## src/rtl/alu_pkg.sv

```systemverilog
// Shared definitions for the ALU flag register / condition evaluator:
// condition codes, flag bit positions and result-stage states.
package alu_pkg;

  typedef enum logic [3:0] {
    COND_EQ = 4'd0,
    COND_NE = 4'd1,
    COND_CS = 4'd2,
    COND_CC = 4'd3,
    COND_MI = 4'd4,
    COND_PL = 4'd5,
    COND_VS = 4'd6,
    COND_VC = 4'd7,
    COND_HI = 4'd8,
    COND_LS = 4'd9,
    COND_GE = 4'd10,
    COND_LT = 4'd11,
    COND_GT = 4'd12,
    COND_LE = 4'd13,
    COND_AL = 4'd14,
    COND_NV = 4'd15
  } cond_e;

  localparam int FLAG_N = 3;
  localparam int FLAG_V = 2;
  localparam int FLAG_C = 1;
  localparam int FLAG_Z = 0;

  typedef enum logic {
    ST_EMPTY = 1'b0,
    ST_FULL  = 1'b1
  } state_e;

endpackage

```

## src/rtl/cond_decode.sv

```systemverilog
// Purely combinational condition-code evaluator over {N,V,C,Z}.
module cond_decode
  import alu_pkg::*;
(
  input  logic [3:0] flags,
  input  logic [3:0] code,
  output logic       taken
);

  logic n, v, c, z;

  assign n = flags[FLAG_N];
  assign v = flags[FLAG_V];
  assign c = flags[FLAG_C];
  assign z = flags[FLAG_Z];

  always_comb begin
    // NOTE: default assignment first so every path drives taken and no latch is inferred.
    taken = 1'b0;
    case (cond_e'(code))
      COND_EQ: taken = z;
      COND_NE: taken = ~z;
      COND_CS: taken = c;
      COND_CC: taken = ~c;
      COND_MI: taken = n;
      COND_PL: taken = ~n;
      COND_VS: taken = v;
      COND_VC: taken = ~v;
      COND_HI: taken = c & ~z;
      COND_LS: taken = ~c | z;
      COND_GE: taken = (n == v);
      COND_LT: taken = (n != v);
      COND_GT: taken = ~z & (n == v);
      COND_LE: taken = z | (n != v);
      COND_AL: taken = 1'b1;
      COND_NV: taken = 1'b0;
      default: taken = 1'b0;
    endcase
  end

endmodule

```

## src/rtl/alu_flag_cond.sv

```systemverilog
// Flag register with same-cycle forwarding and a one-entry condition result stage.
// Optional: define ALU_COND_CNT_EN to add the taken_cnt consumed-taken counter.
module alu_flag_cond
  import alu_pkg::*;
(
  input  logic        clk,
  input  logic        rst,
  input  logic        flag_we,
  input  logic [3:0]  flag_nvcz,
  input  logic        cond_valid,
  input  logic [3:0]  cond_code,
  output logic        cond_ready,
  output logic        res_valid,
  output logic        res_taken,
  output logic [3:0]  res_code,
  input  logic        res_ready,
  output logic [3:0]  flags_q
`ifdef ALU_COND_CNT_EN
  , output logic [15:0] taken_cnt
`endif
);

  state_e     state_q, state_d;
  logic [3:0] eff_flags;
  logic       taken_d;
  logic       accept;

  // A flag write in the same cycle as a request is visible to that request.
  assign eff_flags = flag_we ? flag_nvcz : flags_q;

  cond_decode u_cond_decode (
    .flags (eff_flags),
    .code  (cond_code),
    .taken (taken_d)
  );

  assign cond_ready = (state_q == ST_EMPTY) | res_ready;
  assign accept     = cond_valid & cond_ready;
  assign res_valid  = (state_q == ST_FULL);

  always_comb begin
    state_d = state_q;
    if (accept)
      state_d = ST_FULL;
    else if ((state_q == ST_FULL) && res_ready)
      state_d = ST_EMPTY;
  end

  always_ff @(posedge clk) begin
    // NOTE: non-blocking assignments keep every register sampling pre-edge values.
    if (rst) begin
      state_q   <= ST_EMPTY;
      res_taken <= 1'b0;
      res_code  <= 4'd0;
      flags_q   <= 4'd0;
    end else begin
      state_q <= state_d;
      if (flag_we)
        flags_q <= flag_nvcz;
      // Result is captured only on accept, so later flag writes cannot disturb it.
      if (accept) begin
        res_taken <= taken_d;
        res_code  <= cond_code;
      end
    end
  end

`ifdef ALU_COND_CNT_EN
  always_ff @(posedge clk) begin
    if (rst)
      taken_cnt <= 16'd0;
    else if (res_valid && res_ready && res_taken)
      taken_cnt <= taken_cnt + 16'd1;
  end
`endif

endmodule

```

## config.mk

```make
export PLATFORM = sky130hd
export DESIGN_NAME = alu_flag_cond
export DESIGN_NICKNAME = d
export VERILOG_FILES = /design/src/rtl/alu_pkg.sv /design/src/rtl/cond_decode.sv /design/src/rtl/alu_flag_cond.sv
export SDC_FILE = /design/constraint.sdc
export NUM_CORES = 1
export LEC_CHECK = 0
export ABC_AREA = 1
export CORE_AREA = 3 3 47 49
export CTS_CLUSTER_DIAMETER = 150
export DETAILED_ROUTE_END_ITERATION = 8
export DIE_AREA = 0 0 50 52
export PLACE_DENSITY = 0.59
export RECOVER_POWER = 100
export SLEW_MARGIN = 15
export SYNTH_ARGS = -nofsm -noshare
export SYNTH_HDL_FRONTEND = slang
export SYNTH_SLANG_ARGS = --single-unit
```

## constraint.sdc

```tcl
create_clock -name clk -period 2.7 [get_ports clk]
set_clock_uncertainty 0.2 [all_clocks]
set_input_delay 0.27 -clock clk [delete_from_list [all_inputs] [get_ports clk]]
set_output_delay 0.27 -clock clk [all_outputs]
set_load 0.005 [all_outputs]
```

==> run metrics <==
CTS H-Tree Depth 1; TritonCTS clock tree done; startpoint class of the critical path input pin; synth unique cells 16; setup TNS 0 ns; Tot GR Track Use around an eighth; clk buf depth 2; worst path arrival time 1.50 ns; Via density ~4.4; Synth top area share 33.8%; nets@finish roughly 140; clk sink count 10; drt initial violations 15; GPL Wtd Cong roughly 0.8; flop-to-flop setup slack around 1.2 ns; worst reg2reg endpoint res_taken; R2R cell count 12; post-CTS setup buffers 0; largest net degree at the start of global routing 11; P_leak ~0.46 nW; outcome completed; Detail Route Antenna Nets 0; Yosys warning count 0; fin crit share 73.0%; VDD IR max 0.224 mV; I/O pin count 24; leading cell type by number of instances after synthesis nand2_1; Die Area roughly 0.0026 mm^2; top cells by count, synth 40 x nand2_1, 13 x inv_1, 10 x dfxtp_1; share of layout cells above drive strength 1 under 10%; MaxCap Viol Count 0; worst hold stages 2; Ant. Diodes 0; RSZ-0062 raised after global routing no; FF-to-FF Start flags_q[3]; first-pass GRT wire length ~2400 um; ys flop type dfxtp_1; Core ar. approximately 0.0019 mm^2; Post-Syn Area per Cell 5.99 um^2; Hold Path Class reg -> reg; CTS resizes 0; final setup violation count 0; Final Cell Area 871 um^2; largest cells by area after synthesis dfxtp_1 34%, nand2_1 25%, inv_1 8.2%, nand3_1 6.8%, nor2_1 5.1%; final wirelength 1480 um; Port Buffers 23; post-route minimum period roughly 2.0 ns; CP Max Fanout 3; Setup crit end kind primary output; type of the worst setup path in -> out; Die Ht ~52 um; sequential-to-total area share from yosys stat approximately 34%; worst hold path startpoint res_code[3]; synthesized instance count a little under 100; syn_nets roughly 110; final-report hold violation count 0; Residual DRC 0; Die X 50 um; CTS Buf Count 3; Worst Tran Pin Value between 0.4 and 0.5 ns; later-pin clock latency in the skew report approximately 0.27 ns; Worst-path clk slew about 0.07 ns; max_slew headroom slightly above 70%; Final Slew Violations 0; Initial Utilization about 31%; Synth-to-Final Area Change 46.8%; Required @ worst endpoint roughly 2.2 ns; Worst Hold End res_code[3]; Synth Cell Area just under 600 um^2; WL per Instance 9.81 um; row count 16; Root Buffer clkbuf_4; post-place instance area between 800 and 900 um^2; FMAX about 0.51 GHz; vias in the first global route approximately 600; PD cells 422 mW/mm^2; drt first pass iters 4; Final HPWL DP roughly 1200 um; Async SR Flop Fraction 0%; initial antenna violation count 0; hold_buf cts 0; biggest area consumer among synthesized cells dfxtp_1; Synth Register Bits 10; gr ovfl total 0; via count roughly 670; number of synthesized flops with an enable pin 0
[routing by layer]
metal	GRT usage [%]	up-vias	wire length [um]
li1	-	362	-
met1	13.9	287	677
met2	20.4	17	705
met3	2.87	3	70
met4	6.91	0	28
met5	0	-	0
[how the worst max path moves through the flow]
| stage | startpoint | endpoint | slack (ns) | depth (start not counted) |
|---|---|---|---|---|
| floorplan | flags_q[2] | res_taken | 1.38 | 11 |
| finish | res_ready | cond_ready | 0.73 | 4 |
| global placement | flag_we | res_taken | 0.70 | 12 |
| detailed placement | flag_we | res_taken | 0.69 | 13 |
| CTS | res_ready | cond_ready | 0.87 | 4 |
| global route | flag_we | res_taken | 0.62 | 13 |
[layout make-up]
type	count	area, um^2
multi-input cells	73	328
fillers	204	1030
repair buffers	23	230
flip-flops and latches	10	200
well taps	27	33.8
inverters	15	56.3
clock buffers	3	22.5
[cells by family after synthesis]
group                  count (synthesis)  share of synthesized area [%]
and+or+nand+nor                       63                           45.4
DFF                                   10                           33.8
buffers and inverters                 16                           10.1
AOI/OAI and AO/OA                     10                           10.8
[stage by stage]
stage                     utilization (%)  hold slack (ns)  setup WS [ns]  power [mW]  instances
after global placement               44.9            0.257          0.702       0.273        148
after CTS                            46.1            0.268          0.872       0.379        151
final                                45.8            0.263          0.728       0.367        151
after floorplan                         -            0.215           1.38       0.221         99
after global routing                 45.8            0.304          0.621       0.389        151
after detailed placement             44.9            0.258          0.691       0.273        148
[registers in the layout, indices dropped and copies added, names as in the netlist]
| name | count |
|---|---|
| res_taken | 1 |
| res_code | 4 |
| flags_q | 4 |
| res_valid | 1 |
[layout by cell type, fill, tap and decap left out]
cell type        Yosys  routed
a211oi_1             3       3
a21oi_1              4       4
a21oi_2              1       1
a31oi_1              1       1
clkbuf_4             0       3
clkdlybuf4s50_1      0      10
dfxtp_1             10      10
dlygate4sd3_1        0      13
inv_1               13      15
nand2_1             40      42
nand2_2              4       2
nand3_1              8       8
nand3b_2             1       1
nand4_1              1       1
nor2_1               8       8
o22ai_1              1       1
or2_2                1       1
[power breakdown]
| group | switching, mW | leakage (nW) | total [mW] | internal (mW) |
|---|---|---|---|---|
| sequential | 0.00489 | 0.0828 | 0.163 | 0.158 |
| clock | 0.0528 | 0.0138 | 0.104 | 0.0516 |
| combinational | 0.0504 | 0.361 | 0.0997 | 0.0494 |
| total | 0.108 | 0.458 | 0.367 | 0.259 |
[worst max-delay path, cell delays in order]
cell           delay [ns]
dlygate4sd3_1        0.53
inv_1                0.05
nand2_1              0.06
dlygate4sd3_1        0.58
No activity file was read; power rests on OpenSTA's default activity.
